--- src/rtl/spi_shift_engine_if.sv ---
// Bus between the SPI shift engine and its surroundings: the clock generator
// strobes, the host-side word/configuration inputs and the serial pins.
interface spi_shift_engine_if #(
   parameter int unsigned DATA_W = 32,
   parameter int unsigned LEN_W  = 5
);
   logic              go;
   logic              pos_edge;
   logic              neg_edge;
   logic              s_clk;
   logic [LEN_W-1:0]  len;
   logic              lsb;
   logic              tx_negedge;
   logic              rx_negedge;
   logic [DATA_W-1:0] tx_data;
   logic              s_miso;
   logic              tip;
   logic              last;
   logic              s_mosi;
   logic [DATA_W-1:0] rx_data;
   logic              done;

   // Host / generator / slave side
   modport master (
      output go, pos_edge, neg_edge, s_clk, len, lsb, tx_negedge, rx_negedge,
             tx_data, s_miso,
      input  tip, last, s_mosi, rx_data, done
   );

   // Shift engine side
   modport slave (
      input  go, pos_edge, neg_edge, s_clk, len, lsb, tx_negedge, rx_negedge,
             tx_data, s_miso,
      output tip, last, s_mosi, rx_data, done
   );
endinterface

--- src/rtl/spi_shift_engine.sv ---
// SPI shift engine: shifts a 1..DATA_W bit word out on s_mosi and captures the
// same number of bits from s_miso, driving the clock generator's enable (tip)
// and last_clk (last).
// Optional build macro SPI_SHIFT_LOOPBACK_EN: when defined, the receive path
// captures the internal s_mosi register instead of the s_miso pin.
module spi_shift_engine #(
   parameter int unsigned DATA_W = 32,
   parameter int unsigned LEN_W  = 5
) (
   input logic               clk_in,
   input logic               rst,
   spi_shift_engine_if.slave bus
);

   localparam int unsigned CNT_W = LEN_W + 1;

   typedef enum logic [1:0] {
      IDLE   = 2'd0,
      SHIFT  = 2'd1,
      FINISH = 2'd2
   } state_t;

   state_t            state_q, state_d;

   logic [DATA_W-1:0] tx_reg_q, tx_reg_d;
   logic [DATA_W-1:0] rx_sr_q, rx_sr_d;
   logic [CNT_W-1:0]  total_q, total_d;
   logic              lsb_q, lsb_d;
   logic              txneg_q, txneg_d;
   logic              rxneg_q, rxneg_d;
   logic [CNT_W-1:0]  tx_cnt_q, tx_cnt_d;
   logic [CNT_W-1:0]  rx_cnt_q, rx_cnt_d;
   logic              tip_q, tip_d;
   logic              last_q, last_d;
   logic              mosi_q, mosi_d;
   logic [DATA_W-1:0] rx_data_q, rx_data_d;
   logic              done_q, done_d;

   logic [CNT_W-1:0]  total_in_c;
   logic              tx_stb_c;
   logic              rx_stb_c;
   logic              tx_fire_c;
   logic              rx_fire_c;
   logic [CNT_W-1:0]  rx_cnt_inc_c;
   logic              rx_last_c;
   logic              rx_bit_c;

   // Wire position k maps to word bit k (LSB first) or total-1-k (MSB first)
   function automatic logic [LEN_W-1:0] bit_idx(
      input logic [CNT_W-1:0] k,
      input logic [CNT_W-1:0] tot,
      input logic             lsb_first
   );
      return LEN_W'(lsb_first ? k : (tot - k - CNT_W'(1)));
   endfunction

   // Transfer length decode: len of zero selects a full-width word
   always_comb begin
      total_in_c = (bus.len == '0) ? CNT_W'(DATA_W) : CNT_W'(bus.len);
   end

   // Strobe selection and shift qualification (only meaningful in SHIFT)
   always_comb begin
      tx_stb_c     = txneg_q ? bus.neg_edge : bus.pos_edge;
      rx_stb_c     = rxneg_q ? bus.neg_edge : bus.pos_edge;
      tx_fire_c    = (state_q == SHIFT) && tx_stb_c && (tx_cnt_q < total_q);
      rx_fire_c    = (state_q == SHIFT) && rx_stb_c && (rx_cnt_q < total_q);
      rx_cnt_inc_c = rx_cnt_q + CNT_W'(1);
      rx_last_c    = rx_fire_c && (rx_cnt_inc_c == total_q);
   end

   // Receive bit source: external pin, or the launched bit in loopback builds
`ifdef SPI_SHIFT_LOOPBACK_EN
   always_comb begin
      rx_bit_c = mosi_q;
   end
`else
   always_comb begin
      rx_bit_c = bus.s_miso;
   end
`endif

   // State register
   always_ff @(posedge clk_in or posedge rst) begin
      if (rst) begin
         state_q <= IDLE;
      end else begin
         state_q <= state_d;
      end
   end

   // Next-state logic
   always_comb begin
      state_d = state_q;
      case (state_q)
         IDLE: begin
            if (bus.go) begin
               state_d = SHIFT;
            end
         end
         SHIFT: begin
            if (rx_last_c) begin
               state_d = FINISH;
            end
         end
         FINISH: begin
            if (!bus.s_clk) begin
               state_d = IDLE;
            end
         end
         default: state_d = IDLE;
      endcase
   end

   // Output and datapath next values
   always_comb begin
      tx_reg_d  = tx_reg_q;
      rx_sr_d   = rx_sr_q;
      total_d   = total_q;
      lsb_d     = lsb_q;
      txneg_d   = txneg_q;
      rxneg_d   = rxneg_q;
      tx_cnt_d  = tx_cnt_q;
      rx_cnt_d  = rx_cnt_q;
      tip_d     = tip_q;
      last_d    = last_q;
      mosi_d    = mosi_q;
      rx_data_d = rx_data_q;
      done_d    = 1'b0;
      case (state_q)
         IDLE: begin
            if (bus.go) begin
               tx_reg_d = bus.tx_data;
               rx_sr_d  = '0;
               total_d  = total_in_c;
               lsb_d    = bus.lsb;
               txneg_d  = bus.tx_negedge;
               rxneg_d  = bus.rx_negedge;
               // First bit is presented before any serial clock edge
               mosi_d   = bus.tx_data[bit_idx(CNT_W'(0), total_in_c, bus.lsb)];
               tx_cnt_d = CNT_W'(1);
               rx_cnt_d = '0;
               tip_d    = 1'b1;
               last_d   = 1'b0;
            end
         end
         SHIFT: begin
            if (tx_fire_c) begin
               mosi_d   = tx_reg_q[bit_idx(tx_cnt_q, total_q, lsb_q)];
               tx_cnt_d = tx_cnt_q + CNT_W'(1);
            end
            if (rx_fire_c) begin
               rx_sr_d[bit_idx(rx_cnt_q, total_q, lsb_q)] = rx_bit_c;
               rx_cnt_d = rx_cnt_inc_c;
            end
            // Hold the generator's clock low once every bit is in
            if (rx_last_c) begin
               last_d = 1'b1;
            end
         end
         FINISH: begin
            if (!bus.s_clk) begin
               rx_data_d = rx_sr_q;
               tip_d     = 1'b0;
               last_d    = 1'b0;
               done_d    = 1'b1;
            end
         end
         default: begin
            tip_d  = 1'b0;
            last_d = 1'b0;
         end
      endcase
   end

   // Datapath and output registers
   always_ff @(posedge clk_in or posedge rst) begin
      if (rst) begin
         tx_reg_q  <= '0;
         rx_sr_q   <= '0;
         total_q   <= '0;
         lsb_q     <= 1'b0;
         txneg_q   <= 1'b0;
         rxneg_q   <= 1'b0;
         tx_cnt_q  <= '0;
         rx_cnt_q  <= '0;
         tip_q     <= 1'b0;
         last_q    <= 1'b0;
         mosi_q    <= 1'b0;
         rx_data_q <= '0;
         done_q    <= 1'b0;
      end else begin
         tx_reg_q  <= tx_reg_d;
         rx_sr_q   <= rx_sr_d;
         total_q   <= total_d;
         lsb_q     <= lsb_d;
         txneg_q   <= txneg_d;
         rxneg_q   <= rxneg_d;
         tx_cnt_q  <= tx_cnt_d;
         rx_cnt_q  <= rx_cnt_d;
         tip_q     <= tip_d;
         last_q    <= last_d;
         mosi_q    <= mosi_d;
         rx_data_q <= rx_data_d;
         done_q    <= done_d;
      end
   end

   // Output drive
   always_comb begin
      bus.tip     = tip_q;
      bus.last    = last_q;
      bus.s_mosi  = mosi_q;
      bus.rx_data = rx_data_q;
      bus.done    = done_q;
   end

endmodule
--- src/flat_wrapper.sv ---
// flat-port wrapper written by rule: the top's interface ports become plain ports
module spi_shift_engine_flat 
#(
   parameter int unsigned DATA_W = 32,
   parameter int unsigned LEN_W  = 5
)
  (clk_in, rst, bus_go, bus_pos_edge, bus_neg_edge, bus_s_clk, bus_len, bus_lsb, bus_tx_negedge, bus_rx_negedge, bus_tx_data, bus_s_miso, bus_tip, bus_last, bus_s_mosi, bus_rx_data, bus_done);
  spi_shift_engine_if #(.DATA_W(DATA_W), .LEN_W(LEN_W)) bus_i ();
  input logic clk_in;
  input logic rst;
  input wire logic [$bits(bus_i.go)-1:0] bus_go;
  input wire logic [$bits(bus_i.pos_edge)-1:0] bus_pos_edge;
  input wire logic [$bits(bus_i.neg_edge)-1:0] bus_neg_edge;
  input wire logic [$bits(bus_i.s_clk)-1:0] bus_s_clk;
  input wire logic [$bits(bus_i.len)-1:0] bus_len;
  input wire logic [$bits(bus_i.lsb)-1:0] bus_lsb;
  input wire logic [$bits(bus_i.tx_negedge)-1:0] bus_tx_negedge;
  input wire logic [$bits(bus_i.rx_negedge)-1:0] bus_rx_negedge;
  input wire logic [$bits(bus_i.tx_data)-1:0] bus_tx_data;
  input wire logic [$bits(bus_i.s_miso)-1:0] bus_s_miso;
  output wire logic [$bits(bus_i.tip)-1:0] bus_tip;
  output wire logic [$bits(bus_i.last)-1:0] bus_last;
  output wire logic [$bits(bus_i.s_mosi)-1:0] bus_s_mosi;
  output wire logic [$bits(bus_i.rx_data)-1:0] bus_rx_data;
  output wire logic [$bits(bus_i.done)-1:0] bus_done;
  assign bus_i.go = bus_go;
  assign bus_i.pos_edge = bus_pos_edge;
  assign bus_i.neg_edge = bus_neg_edge;
  assign bus_i.s_clk = bus_s_clk;
  assign bus_i.len = bus_len;
  assign bus_i.lsb = bus_lsb;
  assign bus_i.tx_negedge = bus_tx_negedge;
  assign bus_i.rx_negedge = bus_rx_negedge;
  assign bus_i.tx_data = bus_tx_data;
  assign bus_i.s_miso = bus_s_miso;
  assign bus_tip = bus_i.tip;
  assign bus_last = bus_i.last;
  assign bus_s_mosi = bus_i.s_mosi;
  assign bus_rx_data = bus_i.rx_data;
  assign bus_done = bus_i.done;
  spi_shift_engine #(.DATA_W(DATA_W), .LEN_W(LEN_W)) u_core (.clk_in(clk_in), .rst(rst), .bus(bus_i));
endmodule
--- config.mk ---
export PLATFORM = sky130hd
export DESIGN_NAME = spi_shift_engine_flat
export DESIGN_NICKNAME = d
export VERILOG_FILES = /design/src/rtl/spi_shift_engine_if.sv /design/src/rtl/spi_shift_engine.sv /design/src/flat_wrapper.sv
export SDC_FILE = /design/constraint.sdc
export NUM_CORES = 1
export LEC_CHECK = 0
export ABC_CLOCK_PERIOD_IN_PS = 4600
export BUFFER_PORTS_ARGS = -buffer_cell sky130_fd_sc_hd__buf_2
export CELL_PAD_IN_SITES_DETAIL_PLACEMENT = 1
export CELL_PAD_IN_SITES_GLOBAL_PLACEMENT = 1
export CORE_AREA = 3 3 124 126
export CTS_CLUSTER_SIZE = 10
export DETAILED_ROUTE_END_ITERATION = 12
export DIE_AREA = 0 0 127 129
export PLACE_DENSITY_LB_ADDON = 0.1
export SLEW_MARGIN = 20
export SYNTH_ARGS = -nofsm -noshare
export SYNTH_HDL_FRONTEND = slang
export SYNTH_SLANG_ARGS = --single-unit
--- constraint.sdc ---
create_clock -name clk_in -period 4.6 [get_ports clk_in]
set_clock_uncertainty 0.05 [all_clocks]
set_input_delay 0.69 -clock clk_in [delete_from_list [all_inputs] [get_ports clk_in]]
set_output_delay 0.69 -clock clk_in [all_outputs]
set_load 0.01 [all_outputs]
# == Yosys cells after proc, flatten, opt, wreduce, memory -nomap -nowiden ==
# Cells that the tools add are included.
# classes
n_reduce_logical,15
bitwise,2
n_eq_ne,8
order_cmp,6
muxes,37
n_addsub,7
# ops
cell,count
2-to-1 mux 32 bit,2
one-hot mux 32 bit (2 select lines),1
bitwise mux 32 bit,1
2-to-1 mux 6 bit,5
one-hot mux 6 bit (2 select lines),2
"less-than comparator 5 x 6 -> 1 bit, second input constant",3
2-to-1 mux 5 bit,3
"subtractor 5 x 1 -> 5 bit, second input constant",3
2-to-1 mux 1 bit,13
"adder 6 x 1 -> 6 bit, second input constant",2
less-than comparator 6 bit,2
AND reduction 3 bit,4
binary-select mux 1 bit (select 5 bit),2
subtractor 5 bit,2
== test 6 bit,1
logical AND 1 bit,6
2-to-1 mux 2 bit,3
"inequality test 2 x 1 -> 1 bit, second input constant",3
one-hot mux 1 bit (3 select lines),2
one-hot mux 2 bit (3 select lines),1
demux 1 bit (select 5 bit),1
"greater-or-equal comparator 5 x 1 -> 1 bit, second input constant",1
zero test 5 bit,1
"inequality test 2 bit, second input constant",2
7 further kinds,9
# word_totals
reg_bits,123
in_bits,47
output_inout_bits,36
elab_cells,89

# == Depth between registers and ports, before layout ==
# logic_depth
depth_word,10
ltp_mapped,12

# == Least setup slack after synthesis ==
# OpenSTA, ideal clock, no wires.
# synth_timing
path_kind,input to register
startpoint,input bus_len[0]
endpoint,register u_core.mosi_q (netlist: u_core.bus.s_mosi)
setup_time_ps,121
arrival_time_ps,3103
setup_slack_ps,1326
path_buffers,1
path_stages,10
cell_sequence,buf_6 clkinv_1 ha_1 xor2_1 mux4_1 mux2_2 nand2_1 o21ai_1 a311o_1 a22o_1
# synth_via
elab_chain_len,8
# synth_rtl
item,line,text
from (decl),flat_wrapper.sv:15,input wire logic [$bits(bus_i.len)-1:0] bus_len;
zero test 5 bit,spi_shift_engine.sv:59,total_in_c = (bus.len == '0) ? CNT_W'(DATA_W) : CNT_W'(bus.len);
2-to-1 mux 6 bit (*),spi_shift_engine.sv:59,
subtractor 5 x 1 -> 5 bit (*),spi_shift_engine.sv:54,return LEN_W'(lsb_first ? k : (tot - k - CNT_W'(1)));
2-to-1 mux 5 bit (*),spi_shift_engine.sv:54,
binary-select mux 1 bit (select 5 bit) (*),spi_shift_engine.sv:140,"mosi_d = bus.tx_data[bit_idx(CNT_W'(0), total_in_c, bus.lsb)];"
2-to-1 mux 1 bit (implied by the code) (*),spi_shift_engine.sv:140,
2-to-1 mux 1 bit (*),spi_shift_engine.sv:132,if (bus.go) begin
one-hot mux 1 bit (2 select lines) (*),spi_shift_engine.sv:130,case (state_q)
to (signal assigned),spi_shift_engine.sv:203,mosi_q <= mosi_d;
to (decl),spi_shift_engine.sv:35,"logic mosi_q, mosi_d;"
# Every way passes the cells marked *; elsewhere a longest branch is shown, timed or not. The select of a mux whose other input is x is not followed.
# A chain may end at the register's enable or synchronous reset.

# == Worst setup path in the final report ==
# Same ends and word-level chain as after synthesis.

==> run summary <==
The run finished with clean final reports. The post-cts resize count is 0. After routing, the total negative slack on setup checks comes to 0 ps. The tightest min-delay check is of the in -> async type. The number of hold-repair buffers added at the cts stage came out at 0. The minimum setup slack among reg-to-reg paths is 1150 ps.

The die height came out at between 100 and 150 µm. The worst path in the final design needs a cycle of 3520 ps, including I/O delays and setup. During placement, the flow inserted port buffers numbering 82. For this run, the leading register cell type out of synthesis is dfrtp_1. The area share of the largest cell type after synthesis is between 40 and 50%. Across the run, the number of max-cap violations was 0.

For this block, the via count after detailed routing is 5156. CTS placed an instance of clkbuf_16 at the clock tree root. The total overflow left after global routing is 0. The global-route met1 utilization came out at 32.3%. The source-to-sink clock delay at the later pin of the worst-skew pair came out at 420 ps. The number of global-route vias before repair is between 5k and 6k. The startpoint of the most critical register-to-register path is u_core.rx_cnt_q[0]. The number of flip-flops and latches in the synthesized netlist came out at 122.

IR analysis of the VDD net gives a maximum drop of 0.288 mV. The met2 track demand over resource came out at 37.6%. In the global route stage, overall resource usage came out at 23.3%. The number of warnings printed during yosys synthesis is 0. STA classifies the critical path startpoint as an input port.

The post-CTS repair timing setup buffer count is 0. After synthesis, flip-flops and latches occupy 47.6% of the total area. Relative to the synthesized area, the layout overhead comes to 17.1%. The worst-path maximum fanout is 10. The number of endpoints with negative hold slack in the final report was 0. The met3 demand-to-capacity share in global routing is 4.52%.

The clock sink total is 122. The H-tree generated during clock tree synthesis spans 4 levels. The final RePlAce weighted congestion came out at 0.823. The final total power is 5410 µW. The number of standard-cell rows in the floorplan is 44. The cell area power density came out at 720 mW/mm². After layout, the worst path uses 76.5% of the clock period.

The initial core utilization came out at ~44%. In the synthesized netlist, the number of instances is 631. The number of violations reported at the end of detailed-routing iteration 0 came out at 278. Setup repair after global routing left no endpoint under its margin. For this run, design rule violations remaining after detail routing come to 0. The critical path is of the in -> reg type. The maximum clock frequency came out at 0.284 GHz.

The number of antenna cells inserted came out at 0. The number of optimization iterations in the first detailed-route pass came out at 5. The final layout net count is 782. Of all cell types, the one taking the most synthesized area is dfrtp_1. The number of synthesized flops with an enable pin is 0. Using the TritonRoute via totals, the vias-per-cell ratio works out to 5.68.

The detail route stage leaves a number of antenna-violating nets equal to 0. The die area is 0.0164 mm². The leakage power total came out at 0.00366 µW. The worst reg2reg path depth came out at 12. The longest clock path from root to sink contains 2 buffers. Yosys attributes the largest share of cell area to dfrtp_1, nand2_1, mux2_2. STA classifies the critical path endpoint as a flop. The hold slack came out at about 400 ps. After global routing, the most crowded layer is met2. The worst register-to-register path ends at u_core.rx_sr_q[30].

The cell area after synthesis is 0.00641 mm². The worst slew margin relative to its limit came out at a little under a third. The synthesized area divided by synthesized cell count is ~10 µm². The net count of the mapped netlist came out at 703. Ranked by instance count, the synthesized netlist is headed by nand2_1, dfrtp_1, o21ai_0, mux2_2, ha_1. The clock edge transition at the registers on the reported setup and hold paths came out at 60 ps.

For this design the top-level I/O count stands at slightly above 80. The proportion of synthesized flip-flops having asynchronous set or reset came out at 100%. The data arrival time at the worst-slack endpoint is 3780 ps. The worst path required time came out at 4860 ps. The wire length per cell is 20.0 µm. The share of final-layout standard cells stronger than drive strength 1 came out at about a quarter. The number of distinct library cells after synthesis is 60.

The final count of pins violating max slew came to 0. The pin slew with the least headroom to its limit came out at slightly above 1000 ps. The total length of routed wires came out at 18100 µm. After floorplanning, the core was sized to cover 0.0144 mm². The initial antenna violation count was 0. The number of buffers added by the clock tree synthesis step came out at 17.

The first global-routing pass estimated just under 30000 µm of wire. The worst setup slack after layout is 1080 ps. The floorplan step set the die width to 127 µm. The HPWL after detailed placement is 12700 µm. The setup violation total in the final timing report is 0.

The maximum number of pins on one net before global-route repair came out at 69. Timing analysis after detailed placement gives a worst setup slack of roughly 720 ps. TritonCTS built the clock tree. The most instantiated library cell after synthesis is nand2_1.
state kept, by name, summed over array words and instances (netlist names):
signal / count
u_core.bus.done: 1
u_core.bus.rx_data: 32
u_core.bus.s_mosi: 1
u_core.bus.tip: 1
u_core.lsb_q: 1
u_core.rx_cnt_q: 6
u_core.rx_sr_q: 32
u_core.rxneg_q: 1
u_core.state_q: 2
u_core.total_q: 6
u_core.tx_cnt_q: 6
u_core.tx_reg_q: 32
u_core.txneg_q: 1
layout make-up:
cell class / instances / area, µm²
clock buffers: 17 / 425
clock inverters: 15 / 119
fillers: 1656 / 6910
flip-flops and latches: 122 / 3050
well taps: 184 / 230
repair buffers: 88 / 455
inverters: 23 / 88.8
multi-input cells: 458 / 3140
through the flow:
stage / cells / instance area (µm²) / utilization (%)
2_1_floorplan: 631 / 6410 / -
3_3_place_gp: 875 / 6970 / 48.3
3_5_place_dp: 875 / 6970 / 48.3
4_1_cts: 907 / 7510 / 52.1
5_1_grt: 907 / 7510 / 52.1
6_report: 907 / 7510 / 52.1
cell families (layout without fill, tap and decap cells):
family	after synthesis	after routing	share of synthesized area (%)
simple gates	231	231	15.5
compound gates	128	128	13.9
flops	122	122	47.6
mux	59	59	12.3
buf+inv	51	143	3.59
fa+ha+maj	25	25	5.11
xor+xnor	15	15	2.05
cell usage in the layout, fill, tap and decap left out, types with 3 or more instances in the layout:
| master | instances |
|---|---|
| nand2_1 | 154 |
| dfrtp_1 | 122 |
| buf_2 | 82 |
| o21ai_0 | 39 |
| mux2_2 | 34 |
| ha_1 | 23 |
| nor2_1 | 22 |
| inv_1 | 20 |
| o211ai_1 | 17 |
| a32o_1 | 17 |
| clkbuf_16 | 17 |
| mux2i_1 | 13 |
| a21oi_1 | 11 |
| xnor2_1 | 11 |
| nor2b_1 | 10 |
| mux4_2 | 8 |
| nor3_1 | 8 |
| o21a_1 | 7 |
| a21o_1 | 6 |
| buf_4 | 6 |
| nand3_1 | 5 |
| or3_1 | 5 |
| or2_2 | 5 |
| inv_6 | 5 |
| xor2_1 | 4 |
| nand2b_1 | 4 |
| o22ai_1 | 4 |
| clkinvlp_4 | 4 |
| clkinv_4 | 4 |
| mux4_1 | 3 |
| a31oi_1 | 3 |
| nor3b_1 | 3 |
| o221ai_1 | 3 |
| o31ai_1 | 3 |
how the worst max path moves through the flow:
stage | from | end | cells after the start | slack (ps)
3_3_place_gp | bus_len[0] | u_core.bus.s_mosi | 10 | 900
4_1_cts | u_core.rx_cnt_q[0] | u_core.rx_sr_q[30] | 12 | 1150
3_5_place_dp | bus_len[0] | u_core.bus.s_mosi | 10 | 720
2_1_floorplan | rst | u_core.bus.done | 1 | 620
6_report | bus_len[0] | u_core.bus.s_mosi | 10 | 1080
5_1_grt | u_core.rx_cnt_q[0] | u_core.rx_sr_q[27] | 12 | 800
per-layer routing:
layer | wire [µm] | vias to the layer above | share of wire, %
met5 | 0 | - | 0
met4 | 193 | 0 | 1.1
met3 | 544 | 20 | 3.0
met2 | 8790 | 99 | 48
met1 | 8620 | 2646 | 47
li1 | - | 2391 | -
where the power goes:
part	total, µW	internal (µW)	switching, µW
logic	2480	999	1480
registers	1690	1400	295
clock network	1230	696	534
worst max-delay path, cell delays in order:
cell      delay [ps]
buf_2            210
clkinv_1         280
ha_1             310
xor2_1           600
mux4_1           640
mux2_2           280
nand2_1           60
o21ai_1           90
a311o_1          380
a22o_1           230
Power figures use the tool's default switching activity.
